File: config.mk
export PLATFORM = sky130hd
export DESIGN_NAME = store_merge_buffer
export DESIGN_NICKNAME = d
export VERILOG_FILES = /design/src/rtl/store_merge_buffer.sv
export SDC_FILE = /design/constraint.sdc
export NUM_CORES = 2
export LEC_CHECK = 0
export ABC_AREA = 1
export CAP_MARGIN = 20
export CORE_UTILIZATION = 30
export DETAILED_ROUTE_END_ITERATION = 16
export HOLD_SLACK_MARGIN = 0.03
export PLACE_DENSITY = 0.57
export SLEW_MARGIN = 20
export SYNTH_ARGS = -nofsm -noshare
export SYNTH_HDL_FRONTEND = slang
export SYNTH_SLANG_ARGS = --single-unit
File: constraint.sdc
create_clock -name clk -period 68 [get_ports clk]
set_input_delay 10.2 -clock clk [delete_from_list [all_inputs] [get_ports clk]]
set_output_delay 10.2 -clock clk [all_outputs]
set_load 0.01 [all_outputs]
File: src/rtl/store_merge_buffer.sv
// store_merge_buffer: write-combining stage between the CPU store port and
// the cache line array. Byte-masked stores are merged into one buffered line
// with a per-byte valid mask. The line is written back whole, and a partial
// line is first completed with a read-modify-write. A store that crosses a
// line boundary parks its upper bytes in a spill register. Those bytes become
// the next buffered line once the current line has been written.
//
// Ports:
//   clk, rst      clock (rising edge), asynchronous active-high reset
//   st_valid      store request valid
//   st_ready      store accepted when st_valid & st_ready (combinational)
//   st_addr       byte address of store byte 0
//   st_wdata      store data, byte i goes to st_addr+i
//   st_wmask      per-byte enables
//   flush         level request to drain the buffer
//   idle          buffer empty and no drain in progress
//   line_read     array read request (FILL)
//   line_write    array write request (WRITE)
//   line_addr     line-aligned array address
//   line_rdata    array read data, qualified by line_resp in FILL
//   line_wdata    merged line write data
//   line_resp     array completion for the current read or write
module store_merge_buffer #(
    parameter int unsigned LINE_BYTES    = 32,
    parameter int unsigned DATA_BYTES    = 4,
    parameter int unsigned DRAIN_TIMEOUT = 16
) (
    input  logic                    clk,
    input  logic                    rst,
    input  logic                    st_valid,
    output logic                    st_ready,
    input  logic [31:0]             st_addr,
    input  logic [8*DATA_BYTES-1:0] st_wdata,
    input  logic [DATA_BYTES-1:0]   st_wmask,
    input  logic                    flush,
    output logic                    idle,
    output logic                    line_read,
    output logic                    line_write,
    output logic [31:0]             line_addr,
    input  logic [8*LINE_BYTES-1:0] line_rdata,
    output logic [8*LINE_BYTES-1:0] line_wdata,
    input  logic                    line_resp
);
    localparam int unsigned OFF_W  = $clog2(LINE_BYTES);
    localparam int unsigned TAG_W  = 32 - OFF_W;
    localparam int unsigned POS_W  = OFF_W + 1;
    localparam int unsigned DB_W   = (DATA_BYTES > 1) ? $clog2(DATA_BYTES) : 1;
    localparam int unsigned CNT_W  = (DRAIN_TIMEOUT > 1) ? $clog2(DRAIN_TIMEOUT) : 1;
    localparam int unsigned LINE_W = 8 * LINE_BYTES;
    localparam int unsigned WORD_W = 8 * DATA_BYTES;

    typedef enum logic [1:0] {S_IDLE, S_HOLD, S_FILL, S_WRITE} state_t;

    state_t state, state_n;

    logic [LINE_W-1:0]     buf_data;
    logic [LINE_BYTES-1:0] buf_mask;
    logic [TAG_W-1:0]      buf_tag;
    logic                  spill_valid;
    logic [TAG_W-1:0]      spill_tag;
    logic [WORD_W-1:0]     spill_data;
    logic [DATA_BYTES-1:0] spill_mask;
    logic [CNT_W-1:0]      tmo_cnt;

    logic [OFF_W-1:0]      st_off;
    logic [TAG_W-1:0]      st_tag;
    logic [POS_W-1:0]      pos [DATA_BYTES];
    logic [LINE_W-1:0]     mrg_data;
    logic [LINE_BYTES-1:0] mrg_mask;
    logic [WORD_W-1:0]     sp_data;
    logic [DATA_BYTES-1:0] sp_mask;
    logic                  spill_only;
    logic [LINE_W-1:0]     fill_data;
    logic                  tmo_hit;

    logic do_store, do_drain, drain_full, do_fill, do_done, tmo_clr, tmo_inc;

    // Place each enabled store byte either in the buffered line or in the spill word.
    always_comb begin
        st_off   = st_addr[OFF_W-1:0];
        st_tag   = st_addr[31:OFF_W];
        mrg_data = buf_data;
        mrg_mask = buf_mask;
        sp_data  = '0;
        sp_mask  = '0;
        for (int i = 0; i < DATA_BYTES; i++) begin
            pos[i] = {1'b0, st_off} + POS_W'(i);
            if (st_wmask[i]) begin
                if (pos[i][OFF_W]) begin
                    sp_data[8*pos[i][DB_W-1:0] +: 8] = st_wdata[8*i +: 8];
                    sp_mask[pos[i][DB_W-1:0]]        = 1'b1;
                end else begin
                    mrg_data[8*pos[i][OFF_W-1:0] +: 8] = st_wdata[8*i +: 8];
                    mrg_mask[pos[i][OFF_W-1:0]]        = 1'b1;
                end
            end
        end
    end

    // An IDLE store whose bytes all land in the next line goes straight into the buffer.
    assign spill_only = (state == S_IDLE) && (mrg_mask == '0) && (sp_mask != '0);

    // Read-modify-write merge: buffered bytes win over array bytes.
    always_comb begin
        fill_data = '0;
        for (int j = 0; j < LINE_BYTES; j++) begin
            fill_data[8*j +: 8] = buf_mask[j] ? buf_data[8*j +: 8] : line_rdata[8*j +: 8];
        end
    end

    assign tmo_hit = (tmo_cnt == CNT_W'(DRAIN_TIMEOUT - 1));

    // State register.
    always_ff @(posedge clk or posedge rst) begin
        if (rst) begin
            state <= S_IDLE;
        end else begin
            state <= state_n;
        end
    end

    // Next state, store handshake and datapath strobes.
    always_comb begin
        state_n    = state;
        st_ready   = 1'b0;
        do_store   = 1'b0;
        do_drain   = 1'b0;
        drain_full = 1'b0;
        do_fill    = 1'b0;
        do_done    = 1'b0;
        tmo_clr    = 1'b0;
        tmo_inc    = 1'b0;
        case (state)
            S_IDLE: begin
                st_ready = 1'b1;
                if (st_valid) begin
                    do_store = 1'b1;
                    tmo_clr  = 1'b1;
                    if ((mrg_mask != '0) || (sp_mask != '0)) begin
                        state_n = S_HOLD;
                    end
                end
            end
            S_HOLD: begin
                st_ready = (st_tag == buf_tag) && !spill_valid && !flush;
                if (st_valid && st_ready) begin
                    do_store = 1'b1;
                    tmo_clr  = 1'b1;
                end else if (flush || st_valid || spill_valid || tmo_hit) begin
                    // Any unaccepted st_valid here is a tag mismatch.
                    do_drain   = 1'b1;
                    drain_full = &buf_mask;
                    state_n    = drain_full ? S_WRITE : S_FILL;
                end else begin
                    tmo_inc = 1'b1;
                end
            end
            S_FILL: begin
                if (line_resp) begin
                    do_fill = 1'b1;
                    state_n = S_WRITE;
                end
            end
            S_WRITE: begin
                if (line_resp) begin
                    do_done = 1'b1;
                    if (spill_valid) begin
                        tmo_clr = 1'b1;
                        state_n = S_HOLD;
                    end else begin
                        state_n = S_IDLE;
                    end
                end
            end
            default: state_n = S_IDLE;
        endcase
    end

    // Buffer, spill register, timeout counter and array address/data registers.
    always_ff @(posedge clk or posedge rst) begin
        if (rst) begin
            buf_data    <= '0;
            buf_mask    <= '0;
            buf_tag     <= '0;
            spill_valid <= 1'b0;
            spill_tag   <= '0;
            spill_data  <= '0;
            spill_mask  <= '0;
            tmo_cnt     <= '0;
            line_addr   <= '0;
            line_wdata  <= '0;
        end else begin
            if (tmo_clr) begin
                tmo_cnt <= '0;
            end else if (tmo_inc) begin
                tmo_cnt <= tmo_cnt + CNT_W'(1);
            end

            if (do_store) begin
                if (spill_only) begin
                    buf_tag  <= st_tag + TAG_W'(1);
                    buf_data <= LINE_W'(sp_data);
                    buf_mask <= LINE_BYTES'(sp_mask);
                end else begin
                    buf_data <= mrg_data;
                    buf_mask <= mrg_mask;
                    if (buf_mask == '0) begin
                        buf_tag <= st_tag;
                    end
                    if (sp_mask != '0) begin
                        spill_valid <= 1'b1;
                        spill_tag   <= st_tag + TAG_W'(1);
                        spill_data  <= sp_data;
                        spill_mask  <= sp_mask;
                    end
                end
            end

            if (do_drain) begin
                line_addr <= {buf_tag, OFF_W'(0)};
                if (drain_full) begin
                    line_wdata <= buf_data;
                end
            end

            if (do_fill) begin
                line_wdata <= fill_data;
            end

            // Line committed: retire it and promote any pending spill.
            if (do_done) begin
                if (spill_valid) begin
                    buf_tag     <= spill_tag;
                    buf_data    <= LINE_W'(spill_data);
                    buf_mask    <= LINE_BYTES'(spill_mask);
                    spill_valid <= 1'b0;
                end else begin
                    buf_mask <= '0;
                end
            end
        end
    end

    // Moore decodes of the state register; they drop at once on reset.
    assign idle       = (state == S_IDLE);
    assign line_read  = (state == S_FILL);
    assign line_write = (state == S_WRITE);

endmodule
After elaboration in Yosys (flattened, before gate mapping)
Cells that the tools add are included.
Storage, ports and cells
  flip-flop bits (word level): 668
  input port bits: 329
Operators by class
  $add $sub $neg: 12
  order comparisons: 14
  eq/ne operators: 11
  shift operators: 14
  muxes and demuxes: 129
  bitwise gates (word level): 8
  reductions and logical operators: 31
Operators by type and width (count)
  2-to-1 mux 256 bit: 14
  bitwise mux 256 bit: 4
  variable shift 8 x 34 -> 256 bit (first input constant): 4
  variable part select 8 x 34 -> 256 bit: 4
  2-to-1 mux 32 bit: 16
  2-to-1 mux 8 bit: 32
  negator 8 -> 34 bit: 4
  2-to-1 mux 27 bit: 5
  bitwise OR 32 bit: 4
  negator 5 -> 34 bit: 3
  variable shift 8 x 34 -> 32 bit (first input constant): 3
  variable part select 8 x 34 -> 32 bit: 3
  bitwise mux 32 bit: 2
  zero test 32 bit: 2
  2-to-1 mux 4 bit: 9
  bitwise AND 32 bit: 1
  AND reduction 32 bit: 1
  nonzero test 32 bit: 1
  2-to-1 mux 1 bit: 30
  adder 27 x 1 -> 27 bit (second input constant): 1
  == test 27 bit: 1
  less-than comparator 5 x 6 -> 1 bit (second input constant): 4
  demux 1 bit (select 5 bit): 4
  >= comparator 5 x 1 -> 1 bit (second input constant): 4
  26 further kinds: 63

Longest topological paths before layout
  depth in word-level cells: 22
  gate-level depth with buffers: 27
  mapped depth without buffers: 22

Worst setup path after synthesis
No wires, ideal clock.
  path kind: input to output
  start: input flush
  end: output st_ready
  arrival time: 11.092 ns
  required time: 57.800 ns
  setup slack: 46.708 ns
  cell stages on the path: 6
  cells stage by stage: or2_2 > nor4_1 > nand3_1 > nor2_1 > nand2_1 > nand2_1
On the way
  cells in the longest elaborated chain, start to end: 3
RTL lines
  from (decl): RTL line 35  | input logic flush,
  zero test 1 bit: RTL line 145  | st_ready = (st_tag == buf_tag) && !spill_valid && !flush;
  logical AND 1 bit: RTL line 145
  case mux 1 bit (2 select lines): RTL line 133  | case (state)
  to (decl): RTL line 31  | output logic st_ready,
Every way passes these cells.

Worst setup path in the final report
  start: input st_addr[10]
  end: output st_ready
On the way
  cells in the longest elaborated chain, start to end: 4
RTL lines
  from (decl): RTL line 32  | input logic [31:0] st_addr,
  == test 27 bit: RTL line 145
  logical AND 1 bit (2 in series): RTL line 145
  case mux 1 bit (2 select lines): RTL line 133
Every way passes these cells.

==> flow_metrics.py <==
metrics = {
    "sta": {
        "tns_ps": 0,
        "worstMarginPinSlew_ps": 1230,
        "fin_crit_ps": 22840,
        "fmax_mhz": 43.8,
        "maxSlewViolCount": 0,
        "setup_viol": 0,
        "setup_ws_ps": 45160,
        "fin_skew_ps": 56.3,
        "rsz0062_at_grt": "false",
        "relSlewSlack": 0.181,
        "hold_violations": 0,
        "period_share": 0.336,
    },
    "synth": {
        "synth_seq_area_share": 0.350,
        "synth_area_per_cell_sq_um": 6.39,
        "yosys.area_share.simple": 0.313,
        "muxShareOfSynthArea": 0.0178,
        "yosysWarnings": 0,
        "syn_inst": 7481,
        "synth_edf_count": 0,
        "ys_ff_latch": 668,
        "synth_top_family_by_area": "simple AND/OR/NAND/NOR gates",
        "syn-cell-area_sq_um": 47800,
        "synth-main-ff-cell": "dfrtp_1",
        "synth.distinct_cells": 61,
        "synth_xor_area_frac": 0.00759,
        "synthAdderAreaFrac": 0.00550,
        "synth_compound_area_frac": 0.209,
        "async_reset_ff_frac": 1.00,
    },
    "outcome": {
        "status": "completed",
    },
    "die": {
        "num_rows": 146,
        "die-area_sq_um": 161000,
        "fp.dieH_um": 401,
        "initial_utilization": 0.302,
        "io_pins": 621,
        "die_width_um": 401,
        "coreArea_sq_um": 158000,
    },
    "drt": {
        "firstDrtPassIters": 8,
        "drc": 0,
        "routed_wl_um": 305000,
        "vias": 57600,
        "postRouteAntennaNets": 0,
        "via_per_inst": 5.72,
        "wl_per_cell_um": 30.3,
        "first_iter_violations": 7292,
    },
    "placement": {
        "port_buffers": 615,
        "place_ws_ps": 45180,
        "dp_hpwl_um": 232000,
        "gp_congestion": 1.09,
    },
    "cts": {
        "cts.sinks": 668,
        "cts_buffers": 86,
        "cts_resized": 0,
        "root_buffer": "clkbuf_16",
        "h-tree-depth": 3,
        "clk_pin_slew_ps": 50,
        "cts_setup_buffers": 0,
        "insertion_delay_ps": 770,
        "cts_tree": "built",
        "clockBufferDepth": 3,
        "hold_buffers": 0,
    },
    "global_routing": {
        "antenna_found_initial": 34,
        "grt_pass1_wl_um": 423000,
        "grt.total_usage": 0.366,
        "grt-ovfl-total": 0,
        "grt_max_degree": 101,
        "grt_pass1_vias": 55000,
    },
    "worst_setup_path": {
        "end_kind": "output port",
        "crit_chain": "clkdlybuf4s50_1 -> inv_1 -> nand2_1 -> nand4_1 -> nor4_1 -> nand3_1 -> nor2_1 -> nand2_1 -> nand2_1 -> clkdlybuf4s50_1",
        "cp_data_required_time_ps": 57800,
        "cp-start-kind": "primary input",
        "worst_path_dominant_cell_family": "buffers and inverters",
        "worstSetupStartpoint": "st_addr[10]",
        "cp_common_cell": "nand2_1",
        "worst-path-max-fanout": 5,
        "cp_slowest_stage_delay_ps": 570,
        "regToRegSetupSlack_ps": 61980,
        "critical_path_arrival_ps": 12640,
        "setup.worst_path.class": "in -> out",
        "r2r_start": "state[1]$_DFFE_PP0P_",
        "crit_slowest_cell": "clkdlybuf4s50_1",
        "crit_buf_inv": 3,
    },
    "power_and_ir_drop": {
        "power_density_nw_per_um2": 40.1,
        "ir_drop_mv": 0.0222,
        "p_leak_nw": 27.3,
    },
    "cells_and_area": {
        "syn_to_final_growth_pct": 23.7,
        "nFillCells": 17600,
        "final_util": 0.374,
        "layout-drive-gt1-share": 0.0504,
        "finalNetCount": 8275,
    },
    "hold_path": {
        "hp-start": "spill_data[31]$_DFFE_PP0P_",
        "hold_path_class": "reg -> reg",
    },
    "job": {
        "maxCapViolations": 0,
    },
}
-- synthesized netlist by cell type (17+ instances only) --
cell type | count | area (sq um)
a21oi_1 | 575 | 2880
clkbuf_1 | 284 | 1070
nand4_1 | 104 | 651
nand3_1 | 405 | 2030
o22ai_1 | 138 | 863
o211ai_1 | 90 | 676
a31oi_1 | 26 | 163
nor3_1 | 146 | 731
o21a_1 | 22 | 165
nor2_1 | 963 | 3610
buf_4 | 17 | 128
clkinv_1 | 23 | 86.3
xor2_1 | 32 | 280
ha_1 | 21 | 263
o21ai_1 | 24 | 120
nand2_1 | 1892 | 7100
dfrtp_1 | 668 | 16700
o21ai_0 | 911 | 4560
mux2i_1 | 66 | 661
a22oi_1 | 21 | 158
inv_2 | 26 | 97.6
nor4_1 | 35 | 219
buf_2 | 45 | 225
mux2_2 | 17 | 191
inv_1 | 760 | 2850
buf_1 | 29 | 109
-- path summary, 6_finish.rpt --
| kind | to | cells past startpoint |
|---|---|---|
| max in group asynchronous | buf_data[2]$_DFF_PP0_ | 5 |
| worst min register to register | spill_data[31]$_DFFE_PP0P_ | 2 |
| worst max register to register | line_wdata[249]$_DFFE_PP0P_ | 12 |
| worst min-delay path | spill_data[31]$_DFFE_PP0P_ | 2 |
| min in group asynchronous | line_wdata[49]$_DFFE_PP0P_ | 2 |
| worst max-delay path | st_ready | 10 |
-- sequential cells by signal (all words and copies together), names as in the netlist --
name	count
tmo_cnt	4
state	2
line_wdata	256
spill_tag	27
spill_mask	4
buf_data	256
spill_data	32
line_addr	27
buf_tag	27
spill_valid	1
buf_mask	32
-- worst min-delay path: cells and delay by family (launching register included) --
kind / cells / cell delay [ps]
AND/OR/NAND/NOR: 2 / 90
flip-flops: 1 / 340
-- kinds of logic (layout without fill, tap and decap cells) --
| group | count (synthesis) | count (layout) |
|---|---|---|
| AND/OR/NAND/NOR | 3621 | 3621 |
| AO/OA/AOI/OAI | 1857 | 1857 |
| buffers and inverters | 1192 | 1703 |
| adder cells (fa/ha/maj) | 21 | 21 |
| other | 1 | 15 |
| XOR/XNOR | 38 | 38 |
| flip-flops | 668 | 668 |
| multiplexers | 83 | 83 |
-- power by group --
part	internal [mW]	total, mW	switching [mW]
clock network	0.305	0.517	0.213
registers	0.572	0.697	0.125
logic	0.421	1.16	0.735
total	1.30	2.37	1.07
-- cell usage in the layout, fill, tap and decap left out, types with 86 or more instances in the layout --
cell,n
nor3_1,143
inv_1,757
nand2_1,1889
nand3_1,405
nand4_1,104
o21ai_0,911
a21oi_1,575
dfrtp_1,668
o211ai_1,90
nor2_1,954
buf_4,119
clkdlybuf4s50_1,612
clkbuf_16,86
o22ai_1,138
-- per-stage QoR --
step | instance area (sq um) | hold WS, ps | std cells | power (mW)
after floorplan | 47800 | 442 | 7485 | 1.27
after global placement | 55900 | 454 | 9909 | 1.82
after detailed placement | 55900 | 459 | 9909 | 1.83
after CTS | 59100 | 474 | 10100 | 2.36
after global routing | 59100 | 495 | 10100 | 2.50
final | 59100 | 473 | 10100 | 2.37
-- area by class of cell --
class                      count  area, sq um  area share
clock inverter                51          791      0.0134
sequential                   668        16700       0.283
timing repair buffer         734         7030       0.119
multi-input combinational   5625        26600       0.449
clock buffer                 108         2340      0.0397
tap                         2072         2590      0.0439
inverter                     810         3050      0.0516
antenna                       10         25.0    0.000423
-- routing by layer --
layer	track usage	vias up	share of wire
met5	0	-	0.00093
met4	0.248	42	0.079
met3	0.105	859	0.10
met2	0.549	3216	0.43
met1	0.454	27900	0.39
li1	-	25600	-
Note: power is estimated with default switching activity, not from simulation.
